## src/rtl/ex1_sweep_ctrl_if.sv

```systemverilog
// ex1_sweep_ctrl_if: control/status and function-block signals of the sweep sequencer.
interface ex1_sweep_ctrl_if;
  logic        start;
  logic        abort;
  logic        y_in;
  logic        a, b, c, d;
  logic        busy;
  logic        done;
  logic        pass;
  logic [15:0] tt;
  logic [4:0]  mismatch_cnt;
  logic [3:0]  first_err_idx;
  logic        err_seen;
  modport master (
    output start, abort, y_in,
    input  a, b, c, d, busy, done, pass, tt, mismatch_cnt, first_err_idx, err_seen
  );
  modport slave (
    input  start, abort, y_in,
    output a, b, c, d, busy, done, pass, tt, mismatch_cnt, first_err_idx, err_seen
  );
endinterface

```

## src/rtl/ex1_sweep_ctrl.sv

```systemverilog
// ex1_sweep_ctrl: sweeps 16 input vectors, captures y and compares against EXPECTED.
// Define SWEEP_STOP_ON_ERR_EN to end the sweep at the first mismatching vector.
module ex1_sweep_ctrl #(
  parameter int          SETTLE_CYC = 2,
  parameter logic [15:0] EXPECTED   = 16'h0000
) (
  input logic             clk,
  input logic             rst_n,
  ex1_sweep_ctrl_if.slave ctrl
);
  localparam int SC = (SETTLE_CYC < 1) ? 1 : SETTLE_CYC;
  localparam int CW = (SC < 2) ? 1 : $clog2(SC);
  typedef enum logic [1:0] {IDLE, SETTLE, SAMPLE, DONE} state_t;
  state_t      state, state_nxt;
  logic [3:0]  idx, idx_nxt, first, first_nxt;
  logic [CW-1:0] cnt, cnt_nxt;
  logic [15:0] tt, tt_nxt;
  logic [4:0]  mis, mis_nxt;
  logic        err, err_nxt, pass, pass_nxt, miss, last;
  always_ff @(posedge clk or negedge rst_n) begin
    if (!rst_n) begin
      state <= IDLE;
      idx   <= '0;
      cnt   <= '0;
      tt    <= '0;
      mis   <= '0;
      first <= '0;
      err   <= 1'b0;
      pass  <= 1'b0;
    end else begin
      state <= state_nxt;
      idx   <= idx_nxt;
      cnt   <= cnt_nxt;
      tt    <= tt_nxt;
      mis   <= mis_nxt;
      first <= first_nxt;
      err   <= err_nxt;
      pass  <= pass_nxt;
    end
  end
  always_comb begin
    state_nxt = state;
    idx_nxt   = idx;
    cnt_nxt   = cnt;
    tt_nxt    = tt;
    mis_nxt   = mis;
    first_nxt = first;
    err_nxt   = err;
    pass_nxt  = pass;
    miss      = ctrl.y_in != EXPECTED[idx];
`ifdef SWEEP_STOP_ON_ERR_EN
    last      = (idx == 4'd15) || miss;
`else
    last      = idx == 4'd15;
`endif
    case (state)
      IDLE: if (ctrl.start) begin
        state_nxt = SETTLE;
        idx_nxt   = '0;
        cnt_nxt   = '0;
        tt_nxt    = '0;
        mis_nxt   = '0;
        first_nxt = '0;
        err_nxt   = 1'b0;
        pass_nxt  = 1'b0;
      end
      SETTLE: if (ctrl.abort) begin
        state_nxt = IDLE;
        idx_nxt   = '0;
        pass_nxt  = 1'b0;
      end else if (cnt == CW'(SC - 1)) begin
        state_nxt = SAMPLE;
      end else begin
        cnt_nxt = cnt + 1'b1;
      end
      SAMPLE: if (ctrl.abort) begin
        state_nxt = IDLE;
        idx_nxt   = '0;
        pass_nxt  = 1'b0;
      end else begin
        tt_nxt[idx] = ctrl.y_in;
        if (miss) begin
          mis_nxt = (mis == 5'd16) ? mis : mis + 5'd1;
          if (!err) begin
            first_nxt = idx;
            err_nxt   = 1'b1;
          end
        end
        // pass is settled on entry to DONE so it is valid alongside the done pulse
        if (last) begin
          state_nxt = DONE;
          pass_nxt  = mis_nxt == 5'd0;
        end else begin
          state_nxt = SETTLE;
          idx_nxt   = idx + 4'd1;
          cnt_nxt   = '0;
        end
      end
      DONE: begin
        state_nxt = IDLE;
        idx_nxt   = '0;
      end
      default: state_nxt = IDLE;
    endcase
  end
  assign {ctrl.a, ctrl.b, ctrl.c, ctrl.d} = idx;
  assign ctrl.busy          = state != IDLE;
  assign ctrl.done          = state == DONE;
  assign ctrl.pass          = pass;
  assign ctrl.tt            = tt;
  assign ctrl.mismatch_cnt  = mis;
  assign ctrl.first_err_idx = first;
  assign ctrl.err_seen      = err;
endmodule

```

## src/flat_wrapper.sv

```systemverilog
// flat-port wrapper written by rule: the top's interface ports become plain ports
module ex1_sweep_ctrl_flat 
#(
  parameter int          SETTLE_CYC = 2,
  parameter logic [15:0] EXPECTED   = 16'h0000
)
  (clk, rst_n, ctrl_start, ctrl_abort, ctrl_y_in, ctrl_a, ctrl_b, ctrl_c, ctrl_d, ctrl_busy, ctrl_done, ctrl_pass, ctrl_tt, ctrl_mismatch_cnt, ctrl_first_err_idx, ctrl_err_seen);
  ex1_sweep_ctrl_if ctrl_i ();
  input logic clk;
  input logic rst_n;
  input wire logic [$bits(ctrl_i.start)-1:0] ctrl_start;
  input wire logic [$bits(ctrl_i.abort)-1:0] ctrl_abort;
  input wire logic [$bits(ctrl_i.y_in)-1:0] ctrl_y_in;
  output wire logic [$bits(ctrl_i.a)-1:0] ctrl_a;
  output wire logic [$bits(ctrl_i.b)-1:0] ctrl_b;
  output wire logic [$bits(ctrl_i.c)-1:0] ctrl_c;
  output wire logic [$bits(ctrl_i.d)-1:0] ctrl_d;
  output wire logic [$bits(ctrl_i.busy)-1:0] ctrl_busy;
  output wire logic [$bits(ctrl_i.done)-1:0] ctrl_done;
  output wire logic [$bits(ctrl_i.pass)-1:0] ctrl_pass;
  output wire logic [$bits(ctrl_i.tt)-1:0] ctrl_tt;
  output wire logic [$bits(ctrl_i.mismatch_cnt)-1:0] ctrl_mismatch_cnt;
  output wire logic [$bits(ctrl_i.first_err_idx)-1:0] ctrl_first_err_idx;
  output wire logic [$bits(ctrl_i.err_seen)-1:0] ctrl_err_seen;
  assign ctrl_i.start = ctrl_start;
  assign ctrl_i.abort = ctrl_abort;
  assign ctrl_i.y_in = ctrl_y_in;
  assign ctrl_a = ctrl_i.a;
  assign ctrl_b = ctrl_i.b;
  assign ctrl_c = ctrl_i.c;
  assign ctrl_d = ctrl_i.d;
  assign ctrl_busy = ctrl_i.busy;
  assign ctrl_done = ctrl_i.done;
  assign ctrl_pass = ctrl_i.pass;
  assign ctrl_tt = ctrl_i.tt;
  assign ctrl_mismatch_cnt = ctrl_i.mismatch_cnt;
  assign ctrl_first_err_idx = ctrl_i.first_err_idx;
  assign ctrl_err_seen = ctrl_i.err_seen;
  ex1_sweep_ctrl #(.SETTLE_CYC(SETTLE_CYC), .EXPECTED(EXPECTED)) u_core (.clk(clk), .rst_n(rst_n), .ctrl(ctrl_i));
endmodule
```

## config.mk

```make
export PLATFORM = sky130hd
export DESIGN_NAME = ex1_sweep_ctrl_flat
export DESIGN_NICKNAME = d
export VERILOG_FILES = /design/src/rtl/ex1_sweep_ctrl_if.sv /design/src/rtl/ex1_sweep_ctrl.sv /design/src/flat_wrapper.sv
export SDC_FILE = /design/constraint.sdc
export NUM_CORES = 1
export LEC_CHECK = 0
export ABC_AREA = 0
export ABC_CLOCK_PERIOD_IN_PS = 2060
export BUFFER_PORTS_ARGS = -buffer_cell sky130_fd_sc_hd__buf_2
export CAP_MARGIN = 10
export CORE_MARGIN = 3
export CORE_UTILIZATION = 49
export DETAILED_ROUTE_END_ITERATION = 6
export GPL_ROUTABILITY_DRIVEN = 0
export PLACE_DENSITY_LB_ADDON = 0.08
export SLEW_MARGIN = 20
export SYNTH_ARGS = -nofsm -noshare
export SYNTH_HDL_FRONTEND = slang
export SYNTH_SLANG_ARGS = --single-unit
```

## constraint.sdc

```tcl
create_clock -name clk -period 2.06 [get_ports clk]
set_input_delay 0.412 -clock clk [delete_from_list [all_inputs] [get_ports clk]]
set_output_delay 0.412 -clock clk [all_outputs]
set_load 0.005 [all_outputs]
```

* Word-level counts from Yosys, hierarchy flattened
Memories as Yosys holds them, arrays and structs flattened.
Index checks and enable logic that the tools add are counted.
** Word-level totals
- Bits in registers :: 34
- Bits in read-only memories :: 16
- Bits of input ports :: 5
- Memories :: 1
** Memory list
- (no name shown) :: words 16, bits a word 1, read ports 1, clocked after Yosys merged registers in 0, wr ports 0, line ex1_sweep_ctrl.sv:50 : miss = ctrl.y_in != EXPECTED[idx];
** Operators by class
- Add/sub/neg operators :: 3
- Order comparisons :: 2
- Equality and inequality tests :: 16
- Mux-type cells :: 42
- Reductions and logical operators :: 13
** Operator list (count)
- two-way mux 16 bit :: 2
- one-hot mux 16 bit (2 select lines) :: 1
- two-way mux 5 bit :: 6
- two-way mux 4 bit :: 7
- bitwise mux 16 bit :: 1
- one-hot mux 4 bit (4 select lines) :: 1
- two-way mux 1 bit :: 12
- != test 2 bit, second input constant :: 6
- two-way mux 2 bit :: 5
- one-hot mux 5 bit (2 select lines) :: 1
- AND reduction 5 bit :: 2
- one-hot mux 2 bit (4 select lines) :: 1
- one-hot mux 4 bit (2 select lines) :: 1
- AND reduction 4 bit :: 2
- != test 3 x 2 -> 1 bit, second input constant :: 2
- one-hot mux 1 bit (3 select lines) :: 2
- AND reduction 3 bit :: 2
- adder 5 x 1 -> 5 bit, second input constant :: 1
- equality test 5 bit, second input constant :: 1
- logical NOT 5 bit :: 1
- less-than comparator 4 x 5 -> 1 bit, second input constant :: 1
- adder 4 x 1 -> 4 bit, second input constant :: 1
- demux 1 bit (select 4 bit) :: 1
- equality test 2 bit, second input constant :: 2
- 13 further kinds :: 14

* Longest topological paths before layout
- Word-level depth :: 10
- Depth in mapped cells :: 6
- Depth with buffers taken out :: 6

* Least setup slack after synthesis
OpenSTA, ideal clock, no wires.
- Path type :: register -> register
- Start point :: reg u_core.idx[0]
- End point :: reg u_core.idx[1]
- Data arrival time :: 1.527 ns
- Required time :: 1.981 ns
- Setup slack :: 0.454 ns
- Stages on the path, launching flop included :: 7
- Cell sequence :: dfrtp_1 -> ha_1 -> buf_6 -> nand3_1 -> o21ai_0 -> a21oi_1 -> mux2i_1
** On the way
- Word-level cells in the longest chain between the ends :: 4
- Elaborated cells on any way between the ends :: 7
** RTL lines
- start, declared :: line ex1_sweep_ctrl.sv:15 : logic [3:0] idx, idx_nxt, first, first_nxt;
- start signal, assigned :: line ex1_sweep_ctrl.sv:32 : idx <= idx_nxt;
- adder 4 x 1 -> 4 bit :: line ex1_sweep_ctrl.sv:95 : idx_nxt = idx + 4'd1;
- two-way mux 4 bit :: line ex1_sweep_ctrl.sv:90 : if (last) begin
- two-way mux 4 bit :: line ex1_sweep_ctrl.sv:76 : SAMPLE: if (ctrl.abort) begin
- one-hot mux 4 bit (4 select lines) :: line ex1_sweep_ctrl.sv:56 : case (state)
Parallel ways exist; a longest one is shown, timed or not. The select of a mux whose other input is x is not followed.
A chain may end at the register's enable or synchronous reset.

* Worst setup path in the final report
Same ends and word-level chain as after synthesis.

==> impl_metrics.json <==
{
  "ys_seq_area_share_pct": 45.48,
  "tightest_slew_ns": 0.7395,
  "ctsResizeCount": 0,
  "cts_tree": "done",
  "synth_top_area_cell": "dfrtp_1",
  "dieArea_um2": 4595,
  "clk_path_buf_depth": 2,
  "grt_pass1_vias": 1597,
  "fillerInstances": 309,
  "status": "finished, final reports clean",
  "arrival_ns": 2.01,
  "antenna_found_initial": 0,
  "grt_max_degree": 35,
  "finClkSkew_ns": 0.007939,
  "p_leak_uw": 0.001157,
  "root_buffer": "clkbuf_8",
  "rr_worst_depth": 5,
  "diodes": 0,
  "syn_area_um2": 1871,
  "holdCritPathClass": "primary input to asynchronous set/reset pin",
  "fin_nets": 256,
  "cts.clk_slew.worst_paths_ns": 0.07,
  "cp_num_buf_inv": 0,
  "worst-setup-path-type": "flop to flop",
  "wl_met2_mm": 2.074,
  "yosys-top-cells-count": "nand2_1, dfrtp_1, o21ai_0",
  "yosys_most_used_dff": "dfrtp_1",
  "synth_nets": 223,
  "dp.cells": 284,
  "start_kind": "flop",
  "whs_ns": 0.1875,
  "setup_viol": 0,
  "met3_length_um": 184,
  "synth_edf_count": 0,
  "max_freq_mhz": 554.9,
  "die_h_um": 67.79,
  "finalMaxSlewViolations": 0,
  "worst_ep_required_time_ns": 2.27,
  "critical_path.endpoint_type": "flop",
  "routed.top_layer": "met4",
  "die_w_um": 67.79,
  "cts.sinks": 34,
  "place_ws_ns": 0.2686,
  "max_stage_delay_ns": 0.44,
  "vias": 1622,
  "fin_ws_ns": 0.2578,
  "ys_warn_count": 0,
  "rsz0062_at_grt": "false",
  "cts_post_setup_buffers_inserted": 0,
  "irDropWorstVdd_mv": 0.4860,
  "grt_usage_pct": 21.32,
  "max_slew_margin_pct": 50.70,
  "critPathMaxFanout": 9,
  "fin_area_um2": 2147,
  "clk_latency_ns": 0.28,
  "wirelength_mm": 4.291,
  "place_hpwl_mm": 2.925,
  "stdcell_count": 292,
  "portBuffers": 37,
  "yosysMostFrequentCell": "nand2_1",
  "drt_iter0_markers": 111,
  "ys_ff_latch": 34,
  "cts_buffers": 5,
  "synthCells": 212,
  "rows": 21,
  "seq_area_um2": 850.8,
  "synth_area_leaders": "dfrtp_1, nand2_1, o21ai_0, a21oi_1, ha_1",
  "grt_pass1_wl_mm": 7.369,
  "finalHoldViolations": 0,
  "fin_crit_sh_pct": 87.49,
  "drv.max_cap_violation_count": 0,
  "synth.top_cell.area_share_pct": 45.48,
  "syn2layout_area_growth_pct": 14.78,
  "dr.pass1.iters": 4,
  "fin_tns_setup_ns": 0,
  "place_area_um2": 2056,
  "ys_types": 43,
  "wire_per_inst_um": 14.70,
  "slowest_stage": "dfrtp_1",
  "path_cells": "ha_1 -> nand3_1 -> o21ai_0 -> a21oi_1 -> mux2i_1",
  "ant_nets": 0,
  "post-route-min-period_ns": 1.802,
  "drt-met1-wl_mm": 1.996,
  "syn_avg_cell_area_um2": 8.823,
  "ctsHtreeMaxLevel": 2,
  "powerDensity_nw_per_um2": 769.9,
  "synthArstFlopShare_pct": 100.0,
  "via_per_inst": 5.555,
  "grt-ovfl-total": 0,
  "path_depth": 5,
  "core-area_um2": 3495,
  "hold_buffers": 0,
  "io_pins": 38,
  "drive_gt1_share_pct": 21.54,
  "start_util_pct": 53.53,
  "multi_input_area_um2": 902.1,
  "drc": 0,
  "path_delay_family": "compound AO/OA/AOI/OAI gates"
}
-- per-layer routing --
metal	GRT usage, %	up-vias
met1	27.61	772
met4	8.189	0
met2	35.24	40
met3	3.993	4
li1	-	806
met5	0	-
-- sequential cells by signal, summed over array words and instances, names as in the netlist --
signal	flops
u_core.cnt	1
u_core.ctrl.err_seen	1
u_core.ctrl.first_err_idx	4
u_core.ctrl.mismatch_cnt	5
u_core.ctrl.pass	1
u_core.ctrl.tt	16
u_core.idx	4
u_core.state	2
-- power by group --
group,internal (µW),switching [µW]
Sequential,699,67.2
Clock,270,238
Combinational,151,228
Total,1120,533
-- worst reg2reg max path: cells and delay by family (launching register included) --
family                     cells  cell delay, ns
adders and majority gates      1            0.33
muxes                          1            0.22
AOI/OAI and AO/OA              2            0.49
DFF                            1            0.44
and+or+nand+nor                1            0.25
-- cell usage in the layout, fill, tap and decap left out, drive strengths merged, types with 3 or more instances in the layout --
cell / n
inv: 8
a21oi: 20
o21ai: 24
nand2b: 5
nand2: 40
a31oi: 5
and3: 3
nor2b: 5
nor2: 9
buf: 41
ha: 6
a22o: 5
clkbuf: 7
dfrtp: 34
and2: 3
nand3: 4
-- through the flow --
| step | total power, µW | util [%] |
|---|---|---|
| after floorplan | 1049 | - |
| after global placement | 1141 | 58.83 |
| after detailed placement | 1154 | 58.83 |
| after CTS | 1662 | 61.44 |
| after global routing | 1745 | 61.44 |
| final | 1653 | 61.44 |
-- kinds of logic (layout without fill, tap and decap cells) --
| kind of cell | count (synthesis) | count (layout) | synth area share (%) |
|---|---|---|---|
| AOI/OAI and AO/OA | 68 | 68 | 22.41 |
| xor gates and xnor gates | 1 | 1 | 0.4683 |
| adders and majority gates | 6 | 6 | 4.013 |
| DFF | 34 | 34 | 45.49 |
| and+or+nand+nor | 79 | 79 | 20.80 |
| buffers and inverters | 23 | 57 | 6.288 |
| muxes | 1 | 1 | 0.5351 |
-- worst paths after layout --
| check | start | endpoint | slack [ns] |
|---|---|---|---|
| setup / recovery | u_core.idx[0] | u_core.idx[1] | 0.26 |
| hold / removal | rst_n | u_core.ctrl.mismatch_cnt[4] | 0.19 |
| setup reg to reg | u_core.idx[0] | u_core.idx[1] | 0.26 |
| hold reg to reg | u_core.ctrl.tt[10] | u_core.ctrl.tt[10] | 0.49 |
| max in group asynchronous | rst_n | u_core.ctrl.err_seen | 1.39 |
| min in group clk | ctrl_abort | u_core.state[1] | 0.44 |
-- layout make-up --
cell class | count | area share (%)
multi-input cells | 155 | 42.02
flip-flops and latches | 34 | 39.63
repair buffers | 41 | 10.02
clock buffers | 7 | 4.021
well taps | 46 | 2.681
inverters | 8 | 1.399
clock inverters | 1 | 0.2331
Note: power is estimated with default switching activity, not from simulation.
